**src/rtl/dircc_inbox_pkg.sv**
```systemverilog
// Shared types and helpers for the DiRCC node inbox writer.
package dircc_inbox_pkg;

    typedef enum logic [1:0] {
        IDLE   = 2'd0,
        DATA   = 2'd1,
        HEADER = 2'd2,
        DROP   = 2'd3
    } inbox_state_t;

    // Slot header word layout: {trunc, payload_len[14:0]}
    localparam int HDR_TRUNC_BIT = 15;
    localparam int HDR_LEN_MSB   = 14;

    // One registered write on the processing-memory port
    typedef struct packed {
        logic        we;
        logic [14:0] addr;
        logic [15:0] data;
    } mem_wr_t;

    // Word address of word 0 of a slot in the 15-bit memory space
    function automatic logic [14:0] slot_base(input int base, input int slot_words, input int slot);
        int a;
        a = base + slot * slot_words;
        return a[14:0];
    endfunction

endpackage

```
**src/rtl/dircc_inbox_slot_counter.sv**
```systemverilog
// Slot occupancy tracking: count of full slots, the one-cycle commit delay
// and the ring-full flag seen by the writer.
module dircc_inbox_slot_counter #(
    parameter int NUM_SLOTS = 8,
    parameter int CNT_W     = $clog2(NUM_SLOTS + 1)
) (
    input  logic             clk,
    input  logic             reset_n,
    input  logic             commit,
    input  logic             slot_release,
    output logic [CNT_W-1:0] count,
    output logic             commit_pending,
    output logic             full
);

    logic           rel_ok;
    logic [CNT_W:0] occ;

    // A release with nothing pending refers to no slot and is dropped
    assign rel_ok = slot_release && (count != '0);

    // A slot being committed is already owned, so it counts toward full
    assign occ  = {1'b0, count} + {{CNT_W{1'b0}}, commit_pending};
    assign full = (occ == (CNT_W + 1)'(NUM_SLOTS));

    // Count lags the header write by one cycle; commit+release cancel out
    always_ff @(posedge clk) begin
        if (!reset_n) begin
            count          <= '0;
            commit_pending <= 1'b0;
        end else begin
            commit_pending <= commit;
            if (commit_pending && !rel_ok)
                count <= count + CNT_W'(1);
            else if (!commit_pending && rel_ok)
                count <= count - CNT_W'(1);
        end
    end

endmodule

```
**src/rtl/dircc_node_inbox_writer.sv**
```systemverilog
// Inbound packet writer: streams receive-port packets into a ring of
// fixed-size slots in processing memory, writes a header word last and then
// publishes the slot to the CPU through pending_count.
// Optional: define DIRCC_INBOX_IRQ_EN to build a level interrupt that is high
// while any slot is pending; otherwise irq is tied low.
module dircc_node_inbox_writer
    import dircc_inbox_pkg::*;
#(
    parameter int BASE_ADDR  = 16384,
    parameter int SLOT_WORDS = 32,
    parameter int NUM_SLOTS  = 8,
    parameter int CNT_W      = $clog2(NUM_SLOTS + 1)
) (
    input  logic             clk,
    input  logic             reset_n,
    input  logic             in_valid,
    output logic             in_ready,
    input  logic [15:0]      in_data,
    input  logic             in_sop,
    input  logic             in_eop,
    output logic [14:0]      mem_address,
    output logic [15:0]      mem_writedata,
    output logic [1:0]       mem_byteenable,
    output logic             mem_chipselect,
    output logic             mem_write,
    output logic             mem_clken,
    input  logic             slot_release,
    output logic [CNT_W-1:0] pending_count,
    output logic             overflow_sticky,
    output logic             irq
);

    localparam int SLOT_W = $clog2(NUM_SLOTS);
    localparam int IDX_W  = $clog2(SLOT_WORDS) + 1;   // must hold SLOT_WORDS
    localparam logic [IDX_W-1:0] LAST_IDX = IDX_W'(SLOT_WORDS - 1);

    inbox_state_t      state_q, state_d;
    logic [SLOT_W-1:0] wr_slot_q, wr_slot_d;
    logic [IDX_W-1:0]  word_idx_q, word_idx_d;
    logic              trunc_q, trunc_d;
    mem_wr_t           mem_q, mem_d;
    logic              commit;
    logic              commit_pending;
    logic              full;
    logic [14:0]       base_addr;
    logic [15:0]       hdr;

    dircc_inbox_slot_counter #(
        .NUM_SLOTS (NUM_SLOTS),
        .CNT_W     (CNT_W)
    ) u_slot_counter (
        .clk            (clk),
        .reset_n        (reset_n),
        .commit         (commit),
        .slot_release   (slot_release),
        .count          (pending_count),
        .commit_pending (commit_pending),
        .full           (full)
    );

    assign base_addr      = slot_base(BASE_ADDR, SLOT_WORDS, int'(wr_slot_q));
    assign mem_write      = mem_q.we;
    assign mem_chipselect = mem_q.we;
    assign mem_address    = mem_q.addr;
    assign mem_writedata  = mem_q.data;
    assign mem_byteenable = 2'b11;
    assign mem_clken      = 1'b1;

    // Next-state, handshake and next memory write
    always_comb begin
        state_d    = state_q;
        wr_slot_d  = wr_slot_q;
        word_idx_d = word_idx_q;
        trunc_d    = trunc_q;
        mem_d      = mem_q;
        mem_d.we   = 1'b0;
        commit     = 1'b0;
        in_ready   = 1'b0;
        hdr        = '0;
        case (state_q)
            IDLE: begin
                in_ready = reset_n && !full;
                // Stray mid-packet beats are swallowed without a write
                if (in_valid && in_ready && in_sop) begin
                    mem_d.we   = 1'b1;
                    mem_d.addr = base_addr + 15'd1;
                    mem_d.data = in_data;
                    word_idx_d = IDX_W'(2);
                    trunc_d    = 1'b0;
                    state_d    = in_eop ? HEADER : DATA;
                end
            end
            DATA: begin
                in_ready = reset_n;
                if (in_valid && in_ready) begin
                    mem_d.we   = 1'b1;
                    mem_d.addr = base_addr + {{(15 - IDX_W){1'b0}}, word_idx_q};
                    mem_d.data = in_data;
                    word_idx_d = word_idx_q + IDX_W'(1);
                    if (in_eop) begin
                        state_d = HEADER;
                    end else if (word_idx_q == LAST_IDX) begin
                        state_d = DROP;
                        trunc_d = 1'b1;
                    end
                end
            end
            DROP: begin
                in_ready = reset_n;
                if (in_valid && in_ready && in_eop)
                    state_d = HEADER;
            end
            HEADER: begin
                // word_idx points one past the last stored payload word
                hdr[HDR_TRUNC_BIT]    = trunc_q;
                hdr[HDR_LEN_MSB:0]    = {{(HDR_LEN_MSB + 1 - IDX_W){1'b0}}, word_idx_q - IDX_W'(1)};
                mem_d.we   = 1'b1;
                mem_d.addr = base_addr;
                mem_d.data = hdr;
                commit     = 1'b1;
                wr_slot_d  = wr_slot_q + SLOT_W'(1);
                state_d    = IDLE;
            end
            default: state_d = IDLE;
        endcase
    end

    // Writer state and registered memory port
    always_ff @(posedge clk) begin
        if (!reset_n) begin
            state_q    <= IDLE;
            wr_slot_q  <= '0;
            word_idx_q <= '0;
            trunc_q    <= 1'b0;
            mem_q      <= '0;
        end else begin
            state_q    <= state_d;
            wr_slot_q  <= wr_slot_d;
            word_idx_q <= word_idx_d;
            trunc_q    <= trunc_d;
            mem_q      <= mem_d;
        end
    end

    // Sticky flag latches any truncated packet as its header goes out
    always_ff @(posedge clk) begin
        if (!reset_n)
            overflow_sticky <= 1'b0;
        else if (state_q == HEADER && trunc_q)
            overflow_sticky <= 1'b1;
    end

`ifdef DIRCC_INBOX_IRQ_EN
    // Level interrupt while the CPU has slots to drain
    always_ff @(posedge clk) begin
        if (!reset_n)
            irq <= 1'b0;
        else
            irq <= (pending_count != '0);
    end
`else
    assign irq = 1'b0;
`endif

endmodule

```
**config.mk**
```make
export PLATFORM = sky130hd
export DESIGN_NAME = dircc_node_inbox_writer
export DESIGN_NICKNAME = d
export VERILOG_FILES = /design/src/rtl/dircc_inbox_pkg.sv /design/src/rtl/dircc_inbox_slot_counter.sv /design/src/rtl/dircc_node_inbox_writer.sv
export SDC_FILE = /design/constraint.sdc
export NUM_CORES = 1
export LEC_CHECK = 0
export CAP_MARGIN = 20
export CORE_UTILIZATION = 53
export CTS_BUF_LIST = sky130_fd_sc_hd__clkbuf_8
export DETAILED_ROUTE_END_ITERATION = 7
export PLACE_DENSITY = 0.86
export SLEW_MARGIN = 20
export SYNTH_ARGS = -nofsm -noshare
export SYNTH_HDL_FRONTEND = slang
export SYNTH_SLANG_ARGS = --single-unit
```
**constraint.sdc**
```tcl
create_clock -name clk -period 4.3 [get_ports clk]
set_clock_uncertainty 0.2 [all_clocks]
set_input_delay 0.86 -clock clk [delete_from_list [all_inputs] [get_ports clk]]
set_output_delay 0.86 -clock clk [all_outputs]
set_load 0.01 [all_outputs]
```
==> impl_metrics.tcl <==
set metrics [dict create \
    status "finished, final reports clean" \
    drive_above_1_share_pct 6.62 \
    yosysWarningCount 0 \
    cp-end-kind "output port" \
    cts_resized 0 \
    synth.top_cells.by_area "dfxtp_1, a21oi_1, ha_1, nand3_1, o21ai_0" \
    port_buffers 55 \
    insertion_delay_ps 300 \
    area_delta_synth_final_pct 25.6 \
    arrival_ps 2380 \
    layout_common_cells "clkdlybuf4s50_1, dfxtp_1, a21oi_1" \
    synth.top_cell.area_share_pct 38.9 \
    layout_commonest_cell "clkdlybuf4s50_1" \
    power_density_mw_per_mm2 385 \
    leakage_nw 1.05 \
    gr-total-overflow 0 \
    post_cts_buffers 0 \
    fin_crit_ps 3440 \
    path_class "reg2out" \
    avgSynthCellArea_um2 8.49 \
    drt_iter0_drc 149 \
    hold_buffers 0 \
    totalWireLength_um 5560 \
    max_stage_delay_ps 550 \
    finalPower_mw 1.12 \
    path_buf_inv 1 \
    cts_buffers 5 \
    final.fill_count 332 \
    ys.flop_type "dfxtp_1" \
    tritoncts "done" \
    worst_pin_slew_ps 999 \
    grt_pass1_vias 1952 \
    drt.antenna.violating_nets 0 \
    fin_nets 349 \
    syn_area_mm2 0.00232 \
    first_pass_iters 4 \
    synth_seq_cells 45 \
    path_cells "ha_1 -> ha_1 -> and2_1 -> o21bai_1 -> a21oi_1 -> clkdlybuf4s50_1" \
    routabilityCongestion 0.914 \
    via_per_inst 5.80 \
    synth_area_leader_cell "dfxtp_1" \
    worstPathRequired_ps 3240 \
    hp-class "reg2reg" \
    setup_viol 0 \
    n_antenna_cell 0 \
    fin_crit_sh_pct 80.1 \
    core_mm2 0.00409 \
    dp_hpwl_um 3860 \
    cts_sinks 45 \
    grt_max_degree 41 \
    cts_root_buf "clkbuf_8" \
    hold_viol 0 \
    async_flop_share_pct 0 \
    ir_drop_v 0.000226 \
    htree_levels 2 \
    cpMostUsedCell "ha_1" \
    drc_errors 0 \
    max-clock-path-buffers 2 \
    cap_viol_max_count 0 \
    setup_tns_ps 0 \
    placement_rows 23 \
    die-area_mm2 0.00464 \
    via_count 2129 \
    slew_violations 0 \
    initial_core_util_pct 56.7 \
    synth_edf_count 0 \
    grt_antenna_before_repair 0 \
    start_kind "flip-flop" \
    wl_per_cell_um 15.2 \
    cp_max_fo 8 \
    die_x_um 68.1 \
    clk_pin_slew_ps 90 \
    slew_headroom_pct 33.2 \
    grt_pass1_wl_um 8890 \
    max_freq_ghz 0.290 \
    cpMaxStageDelayCell "clkdlybuf4s50_1" \
    die_height_um 68.1 \
    ios 65 \
    ys_seq_area_share_pct 38.9 \
    grt_usage_pct 25.7 \
    synthCells 273 \
    critical_path.top_delay_family "buffers and inverters" \
    rsz0062_at_grt "false" \
    synth.distinct_cells 49 \
]
## per-layer routing
| layer | vias up | GRT usage, % | routed length, um |
|---|---|---|---|
| met1 | 1002 | 31.0 | 2470 |
| met3 | 8 | 6.17 | 284 |
| met4 | 0 | 9.64 | 93 |
| met2 | 72 | 43.9 | 2710 |
| met5 | - | 0 | 0 |
| li1 | 1047 | - | - |
## sequential cells by signal, summed over array words and instances (netlist names)
register and count:
trunc_q 1, mem_chipselect 1, wr_slot_q 3, state_q 2, word_idx_q 6, overflow_sticky 1
mem_writedata 16, u_slot_counter.count 4, mem_address 10, u_slot_counter.commit_pending 1
## report_power, final
part	switching (mW)	internal, mW	total, mW
combinational	0.172	0.186	0.358
clock	0.149	0.115	0.264
sequential	0.0453	0.454	0.499
## worst min-delay path, delay by kind of cell, from the launching register on
family | cells | cell delay, ps
flops | 1 | 320
simple gates | 1 | 60
compound gates | 1 | 60
## synthesized netlist by cell type (4+ instances only)
cell      instances
nand2_1          17
xor2_1            4
or3_1             5
xnor2_1           5
ha_1             10
clkbuf_1          9
o21ai_0          18
nor2_1           14
nor3_1            8
a21o_1            4
inv_1             8
a311oi_1          4
nand3_1          25
a21oi_1          33
buf_4            10
buf_2             8
dfxtp_1          45
## metrics by stage
stage	worst slack, ps	util (%)	hold WS, ps	cell area [um^2]	std cells
after global routing	710	71.2	295	2910	367
after detailed placement	919	69.0	258	2820	359
after floorplan	1730	-	245	2340	280
after CTS	846	71.2	271	2910	367
final	856	71.2	269	2910	367
after global placement	936	69.0	250	2820	359
## area by class of cell
cell class	instances	area, um^2	share of cell area (%)
clock buffer	5	68.8	2.36
inverter	8	30.0	1.03
timing repair buffer	58	573	19.7
tap	50	62.6	2.15
sequential	45	901	31.0
clock inverter	3	22.5	0.774
multi-input combinational	198	1250	43.0
## cells by family (layout without fill, tap and decap cells)
| logic type | count (synthesis) | count (layout) | synth area share (%) |
|---|---|---|---|
| other | 2 | 9 | 0.324 |
| AO/OA/AOI/OAI | 84 | 84 | 24.1 |
| buffers and inverters | 37 | 74 | 8.42 |
| AND/OR/NAND/NOR | 82 | 82 | 17.3 |
| flip-flops | 45 | 45 | 38.9 |
| XOR/XNOR | 9 | 9 | 3.40 |
| multiplexers | 3 | 3 | 1.30 |
| adder cells (fa/ha/maj) | 11 | 11 | 6.26 |
## final timing paths
check,from,endpoint,slack [ps],cells after the start
worst min register to register,mem_writedata[9],mem_writedata[9],270,2
worst max register to register,u_slot_counter.count[0],mem_writedata[15],1700,7
worst min-delay path,mem_writedata[9],mem_writedata[9],270,2
worst max-delay path,u_slot_counter.count[0],in_ready,860,6
Power figures use the tool's default switching activity.
